==> src/rtl/dst_sel_pkg.sv <==
// Shared types for the destination-select pipe.
// Entry layout and well-known register indices.
package dst_sel_pkg;

   localparam int DST_W = 5;

   localparam logic [DST_W-1:0] REG_ZERO = '0;
   localparam logic [DST_W-1:0] LINK_REG = DST_W'(31);

   typedef struct packed {
      logic             valid;
      logic             wr;
      logic [DST_W-1:0] dst;
   } dst_entry_t;

endpackage

==> src/rtl/dst_sel_pipe_match.sv <==
// Youngest-stage match of one query index against in-flight writers.
// Instantiated once per decode source operand.
module dst_match
   import dst_sel_pkg::*;
#(
   parameter int DEPTH = 3,
   parameter int STG_W = 2,
   parameter int REG_W = 5
) (
   input  logic [REG_W-1:0] q,
   input  dst_entry_t       ent [DEPTH],
   input  logic [DEPTH-1:0] elig,
   output logic             hit,
   output logic [STG_W-1:0] stg
);

   // Walk oldest to youngest so the youngest match is the last write.
   always_comb begin
      hit = 1'b0;
      stg = '0;
      for (int i = DEPTH - 1; i >= 0; i--) begin
         if (elig[i] && ent[i].valid && ent[i].wr &&
             (DST_W'(q) != REG_ZERO) &&
             (ent[i].dst == DST_W'(q))) begin
            hit = 1'b1;
            stg = STG_W'(i);
         end
      end
   end

endmodule

==> src/rtl/dst_sel_pipe.sv <==
// Destination select + delay line to write-back with RAW hazard detect.
// Define DST_SEL_PIPE_WB_BYPASS_EN to drop the write-back stage from compares.
module dst_sel_pipe
   import dst_sel_pkg::*;
#(
   parameter int REG_W   = 5,
   parameter int NUM_SRC = 3,
   parameter int SEL_W   = 2,
   parameter int DEPTH   = 3,
   parameter int STG_W   = 2
) (
   input  logic                     clk,
   input  logic                     rst_n,
   input  logic                     in_valid,
   input  logic                     reg_write,
   input  logic [NUM_SRC*REG_W-1:0] src_idx,
   input  logic [SEL_W-1:0]         sel,
   input  logic                     stall,
   input  logic                     flush,
   input  logic [REG_W-1:0]         rs_q,
   input  logic [REG_W-1:0]         rt_q,
   output logic                     hazard_rs,
   output logic                     hazard_rt,
   output logic [STG_W-1:0]         rs_stage,
   output logic [STG_W-1:0]         rt_stage,
   output logic                     wb_we,
   output logic [REG_W-1:0]         wb_dst
);

   logic [REG_W-1:0] dst;
   logic             wr;
   dst_entry_t       cap;
   dst_entry_t       stg_q [DEPTH];
   logic [DEPTH-1:0] elig;

   // Out-of-range selects fall through to register zero.
   always_comb begin
      dst = '0;
      for (int k = 0; k < NUM_SRC; k++) begin
         if (sel == SEL_W'(k)) begin
            dst = src_idx[k*REG_W +: REG_W];
         end
      end
   end

   always_comb begin
      wr        = in_valid & reg_write & (DST_W'(dst) != REG_ZERO);
      cap       = '0;
      cap.valid = in_valid;
      cap.wr    = wr;
      cap.dst   = DST_W'(dst);
   end

   always_ff @(posedge clk or negedge rst_n) begin
      if (!rst_n) begin
         for (int i = 0; i < DEPTH; i++) begin
            stg_q[i] <= '0;
         end
      end else begin
         if (flush) begin
            stg_q[0] <= '0;
         end else if (!stall) begin
            stg_q[0] <= cap;
         end
         if (!stall) begin
            for (int i = 1; i < DEPTH; i++) begin
               stg_q[i] <= stg_q[i-1];
            end
         end
      end
   end

   // Gating with stall keeps a held last-stage entry to a single write.
   always_comb begin
      wb_we  = stg_q[DEPTH-1].valid & stg_q[DEPTH-1].wr & ~stall;
      wb_dst = REG_W'(stg_q[DEPTH-1].dst);
   end

   always_comb begin
      elig = '1;
`ifdef DST_SEL_PIPE_WB_BYPASS_EN
      elig[DEPTH-1] = 1'b0;
`else
      elig[DEPTH-1] = 1'b1;
`endif
   end

   dst_match #(
      .DEPTH (DEPTH),
      .STG_W (STG_W),
      .REG_W (REG_W)
   ) u_match_rs (
      .q    (rs_q),
      .ent  (stg_q),
      .elig (elig),
      .hit  (hazard_rs),
      .stg  (rs_stage)
   );

   dst_match #(
      .DEPTH (DEPTH),
      .STG_W (STG_W),
      .REG_W (REG_W)
   ) u_match_rt (
      .q    (rt_q),
      .ent  (stg_q),
      .elig (elig),
      .hit  (hazard_rt),
      .stg  (rt_stage)
   );

endmodule
==> config.mk <==
export PLATFORM = sky130hd
export DESIGN_NAME = dst_sel_pipe
export DESIGN_NICKNAME = d
export VERILOG_FILES = /design/src/rtl/dst_sel_pkg.sv /design/src/rtl/dst_sel_pipe_match.sv /design/src/rtl/dst_sel_pipe.sv
export SDC_FILE = /design/constraint.sdc
export NUM_CORES = 1
export LEC_CHECK = 0
export BUFFER_PORTS_ARGS = -buffer_cell sky130_fd_sc_hd__buf_2
export CORE_UTILIZATION = 26
export CTS_CLUSTER_SIZE = 25
export DETAILED_ROUTE_END_ITERATION = 10
export MAX_ROUTING_LAYER = met4
export SYNTH_ARGS = -nofsm -noshare
export SYNTH_HDL_FRONTEND = slang
export SYNTH_SLANG_ARGS = --single-unit
==> constraint.sdc <==
create_clock -name clk -period 2.09 [get_ports clk]
set_clock_uncertainty 0.1 [all_clocks]
set_input_delay 0.418 -clock clk [delete_from_list [all_inputs] [get_ports clk]]
set_output_delay 0.418 -clock clk [all_outputs]
set_load 0.02 [all_outputs]
==> impl_results.md, run 1 <==
* Status: finished with violations
* Failing checks: setup timing
* DR pass1 iterations at 4
* Distinct cells, synth at 23
* Worst-skew pair later-pin latency at 260 ps
* TritonCTS clock tree: built
* Buffers on Ports at 44
* Reg2reg path depth at 3
* Total Power at 989 µW
* Crit path kind: flop to primary output
* Met3 wire len at 130 µm
* Die X at 75.9 µm
* Leakage at 0.901 nW
* Cell area after layout at 1870 µm²
* Adder-Cell Fraction of Synth Area at 0%
* CP Launch Type: flop
* Vias at 1146
* Register area share after synthesis at 37.0%
* Simple-gate share of the synthesized area at 17.6%
* Routed length on met2 at 1.63 mm
* Compound-Gate Fraction of Synth Area at 3.97%
* DP Worst Slack at -49.6 ps
* Buf/Inv on CP at 1
* Post-Syn Nets at 168
* Synth Register Bits at 21
* Slowest stage delay, CP at 460 ps
* CP Data Arrival Time at 1700 ps
* CTS Sinks at 21
* Final setup violation count at 6
* YS warnings at 0
* Synth Area in XOR/XNOR at 18.5%
* Mapped Cells at 135
* Maximum vdd drop at 0.221 mV
* Reg2reg start: stg_q[15]$_DFFE_PN0P_
* Routability Congestion at 0.769
* Multi-input gate area at 890 µm²
* H-tree depth at 1
* Area Growth Syn to Fin at 31.8%
* Vias in the first global route at 1126
* Worst endpoint required time at 1570 ps
* Worst reg-to-reg setup slack at 970 ps
* Aggregate global-route resource usage at 13.5%
* Fillers at 529
* CTS Root Cell: clkbuf_8
* Crit end category: primary output
* Wl on met1 at 1.62 mm
* Iteration-0 DRC Markers at 53
* Crit path max fanout at 4
* Die height at 75.9 µm
* Slew Limit Fails at 0
* Mux share of post-synthesis cell area at 18.9%
* Initial antenna violation count at 0
* Starting Density at 27.4%
* Share of cells above drive strength 1 at 49.2%
* First-pass GRT wire length at 5.54 mm
* Largest net degree at the start of global routing at 22
* RR Endpoint: stg_q[8]$_DFFE_PN0N_
* Worst-path clk slew at 80 ps
* Hold Path Class: input port to asynchronous set/reset pin
* Vias per Instance at 4.53
* Residual DRC at 0
* Sequential cell area at 533 µm²
* Antenna Cells at 0
* Worst path slowest cell: dfrtp_2
* Area of the mapped netlist at 1420 µm²
* Worst slew pin tran at 479 ps
* Grt ovf at 0
* TritonCTS Buffers at 3
* Relative slew margins at 68.0%
* Critical path cell sequence: xor2_2 -> nor4_2 -> nand3_1 -> nor3b_2 -> buf_4
* HPWL Detailed at 2.58 mm
* Reported max-cap violation count at 0
* PnR worst setup slack at -124 ps
* Fin. Hold Viols at 0
* Routed length per placed instance at 13.4 µm
* Tcrit/Tclk final at 106%
* Syn Area/Cell at 10.5 µm²
* RSZ-0062 raised after global routing: yes
* Peak Freq at 0.452 GHz
* Io pins at 45
* Final min period at 2210 ps
* Core outline area at 5170 µm²
* PD cells at 529 nW/µm²
* Num rows at 26
* Post-layout net count at 217
* DRT Wirelength at 3.39 mm
* CP top delay family: simple AND/OR/NAND/NOR gates
* Post-Place Cell Area at 1710 µm²
* Maximum clock path buffer count at 2
* Largest family of logic cells by synthesized area: multiplexers
* Die footprint at 5760 µm²
* DRT antenna net count at 0
* Top sig layer: met4
-- logic make-up after synthesis --
kind of cell,Yosys count
XOR/XNOR,30
AND/OR/NAND/NOR,43
multiplexers,25
flip-flops,21
AO/OA/AOI/OAI,7
buffers and inverters,9
-- Yosys cell counts --
cell | n | area [µm²]
nand3_1 | 5 | 25.0
nor3b_2 | 2 | 25.0
buf_4 | 5 | 37.5
buf_1 | 1 | 3.75
mux2_2 | 14 | 158
nor2b_1 | 1 | 6.26
o2bb2ai_1 | 5 | 43.8
nor4_1 | 3 | 18.8
nor4_2 | 2 | 25.0
dfrtp_1 | 21 | 526
nand4_1 | 4 | 25.0
o31ai_1 | 1 | 7.51
xnor2_1 | 10 | 87.6
and4_1 | 1 | 8.76
nor2_1 | 13 | 48.8
nor4b_2 | 1 | 15.0
nand2_1 | 6 | 22.5
mux2i_1 | 11 | 110
buf_2 | 3 | 15.0
nor3_1 | 3 | 15.0
o21ai_0 | 1 | 5.00
xor2_1 | 20 | 175
nand3b_1 | 2 | 15.0
-- sequential cells by signal, indices dropped and copies added, names as in the netlist --
name / flops
stg_q: 16
wb_dst: 5
-- area by class of cell --
class                   count  area share, %
well taps                  70           4.68
clock buffers               3           2.21
flip-flops and latches     21           28.5
multi-input cells         105           47.6
repair buffers             53           16.8
clock inverters             1          0.268
-- per-layer routing --
layer | GRT usage, % | vias to the layer above
li1 | - | 573
met1 | 17.7 | 550
met2 | 21.5 | 21
met3 | 3.31 | 2
met4 | 1.85 | 0
met5 | - | -
-- power by group --
group / internal, mW / switching [mW] / total (mW)
combinational: 0.122 / 0.122 / 0.243
sequential: 0.439 / 0.0361 / 0.475
clock: 0.133 / 0.137 / 0.270
-- worst max path at each step --
stage / start / end / slack [ps] / cells after the start
floorplan: rs_q[1] / rs_stage[1] / 230 / 4
global placement: rt_q[1] / rt_stage[1] / -40 / 6
detailed placement: rt_q[1] / rt_stage[1] / -50 / 6
CTS: wb_dst[4]$_DFFE_PN0N_ / rt_stage[1] / -110 / 5
global route: wb_dst[1]$_DFFE_PN0N_ / rt_stage[1] / -220 / 5
finish: stg_q[11]$_DFFE_PN0N_ / rs_stage[1] / -120 / 5
-- metrics by stage --
step           util (%)  instances  setup TNS [ps]  hold WS (ps)
2_1_floorplan         -        135               0          22.4
3_3_place_gp       33.0        245           -36.1           303
3_5_place_dp       33.0        245           -49.6           310
4_1_cts            34.9        251            -347          21.6
5_1_grt            36.2        253            -959          37.4
6_report           36.2        253            -370          1.18
-- worst register-to-register path, stage by stage, from the launching register on --
cell and delay [ps]:
dfrtp_1 390, buf_4 150, buf_4 130, mux2_2 250
-- timing repair --
| item | in CTS | in global routing |
|---|---|---|
| setup endpoints to repair | 6 | 6 |
| gates resized for setup | 12 | 11 |
| pin swaps | 16 | 9 |
| setup buffers | 2 | 2 |
| hold buffers | 0 | 0 |
-- cells in the final DEF, fill, tap and decap left out, types with 2 or more instances in the layout --
cell	count
xor2_1	17
nor4_2	4
mux2_2	14
nand4_1	4
nor3b_2	2
xnor2_2	2
o2bb2ai_1	5
buf_6	3
nand3_1	5
nor3_1	3
dfrtp_2	6
nand3b_1	2
buf_2	38
mux2i_1	11
dfrtp_1	15
nand2_1	6
xor2_2	3
buf_4	12
xnor2_1	8
nor2_1	12
clkbuf_8	3
No activity file was read; power rests on OpenSTA's default activity.
==> run 2: changes to the inputs <==
- HOLD_SLACK_MARGIN: not set -> 0.06
==> impl_results.md, run 2 (synthesized netlist as in run 1, its figures left out) <==
* Status: finished with violations
* Failing checks: setup timing
* DRT Wirelength at 3.39 mm (about the same)
* Total Power at 990 µW (+0.14%)
* Vias per Instance at 4.52 (-0.22%)
* Largest net degree at the start of global routing at 22 (unchanged)
* Starting Density at 27.4% (unchanged)
* WHS Endpoint: stg_q[18]$_DFFE_PN0P_
* Worst endpoint required time at 1570 ps (about the same)
* DRT antenna net count at 0 (unchanged)
* Core outline area at 5170 µm² (unchanged)
* Most frequent cells in the layout: buf_2 (38), xor2_1 (17), dfrtp_1 (15)
* TritonCTS Buffers at 3 (unchanged)
* Crit end category: primary output
* Slew Limit Fails at 0 (unchanged)
* Leakage at 0.905 nW (+0.46%)
* Reg2reg path depth at 3 (unchanged)
* Multi-input gate area at 890 µm² (unchanged)
* HPWL Detailed at 2.58 mm (unchanged)
* Vias in the first global route at 1126 (unchanged)
* Crit path kind: flop to primary output
* DR pass1 iterations at 4 (unchanged)
* CP Launch Type: flop
* Num rows at 26 (unchanged)
* Aggregate global-route resource usage at 13.5% (unchanged)
* Peak Freq at 0.452 GHz (unchanged)
* Leading cell type in the layout, fill and taps excluded: buf_2
* Iteration-0 DRC Markers at 52 (-1.9%)
* Fin. Hold Viols at 0 (unchanged)
* Worst slew pin tran at 480 ps (+0.896 ps)
* Biggest register: stg_q
* Antenna Cells at 0 (unchanged)
* Slowest stage delay, CP at 460 ps (about the same)
* Area Growth Syn to Fin at 32.5%
* RR Endpoint: stg_q[8]$_DFFE_PN0N_
* Die footprint at 5760 µm² (unchanged)
* DP Worst Slack at -49.6 ps (unchanged)
* PnR worst setup slack at -124 ps (unchanged)
* CP Data Arrival Time at 1700 ps (about the same)
* PD cells at 526 nW/µm² (-0.39%)
* CP top delay family: simple AND/OR/NAND/NOR gates
* Residual DRC at 0 (unchanged)
* Reported max-cap violation count at 0 (unchanged)
* Maximum vdd drop at 0.221 mV (about the same)
* Die X at 75.9 µm (unchanged)
* Buffers on Ports at 44 (unchanged)
* Hold path start: flush
* Routability Congestion at 0.769 (unchanged)
* Share of cells above drive strength 1 at 48.9% (-0.27 points)
* Crit path max fanout at 4 (unchanged)
* H-tree depth at 1 (unchanged)
* RSZ-0062 raised after global routing: yes
* Relative slew margins at 68.0% (about the same)
* Setup TNS Final at -370 ps (-0.00100 ps)
* Maximum clock path buffer count at 2 (unchanged)
* Sequential cell area at 533 µm² (unchanged)
* Initial antenna violation count at 0 (unchanged)
* Final setup violation count at 6 (unchanged)
* First-pass GRT wire length at 5.54 mm (unchanged)
* Buf/Inv on CP at 1 (unchanged)
* Worst reg-to-reg setup slack at 970 ps (about the same)
* Die height at 75.9 µm (unchanged)
* Hold_ws at 308 ps (+306 ps)
* Io pins at 45 (unchanged)
* Vias at 1148 (+0.17%)
* Post-layout net count at 218 (+0.46%)
* Hold Path Class: input port to flop
* Worst-path clk slew at 80 ps (about the same)
* WHS Path Cells at 2
* Grt ovf at 0 (unchanged)
* Fillers at 528 (-0.19%)
* Tcrit/Tclk final at 106% (unchanged)
* Worst-skew pair later-pin latency at 260 ps (about the same)
* Worst path slowest cell: dfrtp_2
* TritonCTS clock tree: built
* Reg2reg start: stg_q[15]$_DFFE_PN0P_
* CTS Root Cell: clkbuf_8
* Critical path cell sequence: xor2_2 -> nor4_2 -> nand3_1 -> nor3b_2 -> buf_4
* Max FFs per register at 16 (unchanged)
* Routed length per placed instance at 13.3 µm (-0.33%)
* CTS Sinks at 21 (unchanged)
* Final min period at 2210 ps (unchanged)
==> run 2: layout make-up <==
cell class,count,share of cell area [%]
clock buffers,3,2.20
clock inverters,1,0.266
multi-input cells,105,47.3
flip-flops and latches,21,28.3
well taps,70,4.66
repair buffers,54,17.2
==> run 2: through the flow <==
step,instances,utilization [%],cell area (µm²)
after floorplan,135,-,1420
final,254,36.4,1880
after detailed placement,245,33.0,1710
after CTS,252,35.1,1820
after global routing,254,36.4,1880
after global placement,245,33.0,1710
==> run 2: worst reg2reg max path: stages, from the launching register on <==
cell and delay (ps):
dfrtp_1 390, buf_4 150, buf_4 130, mux2_2 250
==> run 2: worst max-delay path by stage <==
stage | start | cells past startpoint | endpoint | slack [ps]
finish | stg_q[11]$_DFFE_PN0N_ | 5 | rs_stage[1] | -120
CTS | wb_dst[4]$_DFFE_PN0N_ | 5 | rt_stage[1] | -110
global route | wb_dst[1]$_DFFE_PN0N_ | 5 | rt_stage[1] | -220
floorplan | rs_q[1] | 4 | rs_stage[1] | 230
detailed placement | rt_q[1] | 6 | rt_stage[1] | -50
global placement | rt_q[1] | 6 | rt_stage[1] | -40
==> run 2: routing by layer <==
metal  vias to the layer above  routed length, µm  part of all wire (%)  track usage, %
li1                        575                  -                     -               -
met1                       550               1630                    48            17.7
met2                        21               1630                    48            21.5
met3                         2                124                   3.7            3.31
met4                         0                 12                  0.35            1.85
met5                         -                  0                     0               -
==> run 2: where the power goes <==
group | switching [mW] | internal (mW) | leakage [nW]
Combinational | 0.122 | 0.123 | 0.606
Clock | 0.137 | 0.133 | 0.0255
Sequential | 0.0361 | 0.439 | 0.274
==> run 2: timing repair <==
action,4_1_cts,5_1_grt
pin swaps,16,9
setup endpoints to repair,6,6
hold buffers,1,0
gates resized for setup,12,11
gates cloned,0,0
endpoints found under the hold margin,21,0
setup buffers,2,2
==> run 3: changes to the inputs <==
--- a/config.mk
+++ b/config.mk
@@ -7,3 +7,2 @@
 export LEC_CHECK = 0
-export BUFFER_PORTS_ARGS = -buffer_cell sky130_fd_sc_hd__buf_2
 export CORE_UTILIZATION = 26
@@ -11,4 +10,4 @@
 export DETAILED_ROUTE_END_ITERATION = 10
+export DONT_BUFFER_PORTS = 1
 export HOLD_SLACK_MARGIN = 0.06
-export MAX_ROUTING_LAYER = met4
 export SYNTH_ARGS = -nofsm -noshare
==> constraint.sdc (replaced) <==
create_clock -name clk -period 2.09 [get_ports clk]
set_clock_uncertainty 0.1 [all_clocks]
set_input_delay 0.3135 -clock clk [delete_from_list [all_inputs] [get_ports clk]]
set_output_delay 0.3135 -clock clk [all_outputs]
set_load 0.02 [all_outputs]
==> impl_results.md, run 3 (synthesized netlist as in run 1, its figures left out) <==
* Most frequent cells in the layout: xor2_1 (19), dfrtp_1 (19), mux2_2 (14)
* Crit path kind: flop to primary output
* Status: finished with violations
* Tcrit/Tclk final at 101% (-5.1 points)
* Die X at 75.9 µm (unchanged)
* Largest net degree at the start of global routing at 24 (+9.1%)
* CP Launch Type: flop
* CTS Root Cell: clkbuf_8
* Starting Density at 27.4% (unchanged)
* Vias at 1000 (-13%)
* DRT Wirelength at 3.25 mm (-4.1%)
* Share of cells above drive strength 1 at 29.2% (-20 points)
* Fin. Hold Viols at 0 (unchanged)
* Critical path cell sequence: xor2_2 -> nor4_4 -> and4_1 -> nor3b_2 -> buf_4
* Die footprint at 5760 µm² (unchanged)
* Area Growth Syn to Fin at 16.4%
* Core outline area at 5170 µm² (unchanged)
* H-tree depth at 1 (unchanged)
* PnR worst setup slack at -17.1 ps (+107 ps)
* Hold Path Class: input port to flop
* Non-filler instance count after layout at 214 (-16%)
* Maximum vdd drop at 0.192 mV (-13%)
* PD cells at 559 nW/µm² (+6.2%)
* Worst-skew pair later-pin latency at 260 ps (about the same)
* Total Power at 923 µW (-6.8%)
* Peak Freq at 0.475 GHz (+5.1%)
* Final min period at 2110 ps (-107 ps)
* Slowest stage delay, CP at 460 ps (about the same)
* HPWL Detailed at 2.52 mm (-2.3%)
* Inst Count DP at 202 (-18%)
* CP top delay family: simple AND/OR/NAND/NOR gates
* Buffers on Ports at 0 (-100%)
* DRT antenna net count at 0 (unchanged)
* Reported max-cap violation count at 0 (unchanged)
* Buf/Inv on CP at 1 (unchanged)
* Failing checks: setup timing
* Biggest register: stg_q
* RSZ-0062 raised after global routing: yes
* Worst path slowest cell: dfrtp_2
* Crit path max fanout at 4 (unchanged)
* Num rows at 26 (unchanged)
* Grt ovf at 0 (unchanged)
* Routed length per placed instance at 15.2 µm (+14%)
* Worst endpoint required time at 1680 ps (+110 ps)
* Post-layout net count at 178 (-18%)
* Routability Congestion at 0.768 (-0.13%)
* First-pass GRT wire length at 4.99 mm (-10%)
* Antenna Cells at 0 (unchanged)
* Vias per Instance at 4.67 (+3.4%)
* Worst-path clk slew at 80 ps (about the same)
* Vias in the first global route at 1010 (-10%)
* Setup TNS Final at -17.1 ps (+352 ps)
* Leakage at 0.735 nW (-19%)
* Fillers at 525 (-0.57%)
* Io pins at 45 (unchanged)
* Initial antenna violation count at 0 (unchanged)
* Crit end category: primary output
* Die height at 75.9 µm (unchanged)
* Residual DRC at 0 (unchanged)
* CP Data Arrival Time at 1690 ps (about the same)
* TritonCTS clock tree: built
* DR pass1 iterations at 4 (unchanged)
* Max FFs per register at 16 (unchanged)
* Maximum clock path buffer count at 2 (unchanged)
* Iteration-0 DRC Markers at 33 (-37%)
* Slew Limit Fails at 0 (unchanged)
* Relative slew margins at 38.1% (-30 points)
* Final setup violation count at 1 (-5)
* CTS Sinks at 21 (unchanged)
* Aggregate global-route resource usage at 12.0% (-1.5 points)
* TritonCTS Buffers at 3 (unchanged)
* Worst slew pin tran at 926 ps (+445 ps)
==> run 3: routing by layer <==
metal,part of all wire (%),vias to the layer above,track usage (%)
met3,5.4,5,3.70
met1,47,483,15.1
met4,1.5,0,4.32
met2,46,23,19.3
met5,0,-,0
li1,-,489,-
==> run 3: metrics by stage <==
stage	util [%]	setup WS, ps	hold WS [ps]	cell area (µm²)
6_report	31.9	-17.1	103	1650
5_1_grt	31.9	-104	95.5	1650
4_1_cts	31.3	-27.6	102	1620
3_5_place_dp	28.9	220	-81.2	1500
3_3_place_gp	28.9	234	-81.2	1500
2_1_floorplan	-	358	-82.1	1420
==> run 3: final cells by class <==
class                      instances  area [µm²]  area share, %
multi-input combinational        105         880           53.3
sequential                        21         528           32.0
timing repair buffer              14         110           6.67
tap                               70        87.6           5.30
clock buffer                       3        41.3           2.50
clock inverter                     1        5.00          0.303
==> run 3: what timing repair did <==
| item | 4_1_cts | 5_1_grt |
|---|---|---|
| gates resized for setup | 4 | 5 |
| hold buffers | 2 | 0 |
| cloned | 0 | 0 |
| setup buffers | 5 | 1 |
| endpoints found under the hold margin | 27 | 0 |
| pin swaps | 7 | 8 |
| setup endpoints to repair | 4 | 6 |
==> run 3: report_power, final <==
part / leakage [nW] / switching [mW] / internal [mW] / total, mW
registers: 0.280 / 0.0414 / 0.438 / 0.479
clock network: 0.0255 / 0.133 / 0.133 / 0.266
logic: 0.429 / 0.0820 / 0.0963 / 0.178
==> run 3: worst paths after layout <==
check / startpoint / end / slack (ps) / depth (start not counted)
worst max-delay path: stg_q[17]$_DFFE_PN0P_ / rt_stage[1] / -20 / 5
worst min-delay path: in_valid / stg_q[20]$_DFFE_PN0P_ / 100 / 2
worst max register to register: wb_dst[4]$_DFFE_PN0N_ / wb_dst[4]$_DFFE_PN0N_ / 1010 / 2
worst min register to register: stg_q[6]$_DFFE_PN0N_ / stg_q[6]$_DFFE_PN0N_ / 410 / 1
max in group asynchronous: rst_n / stg_q[17]$_DFFE_PN0P_ / 740 / 1
min in group asynchronous: rst_n / stg_q[16]$_DFFE_PN0P_ / 530 / 1
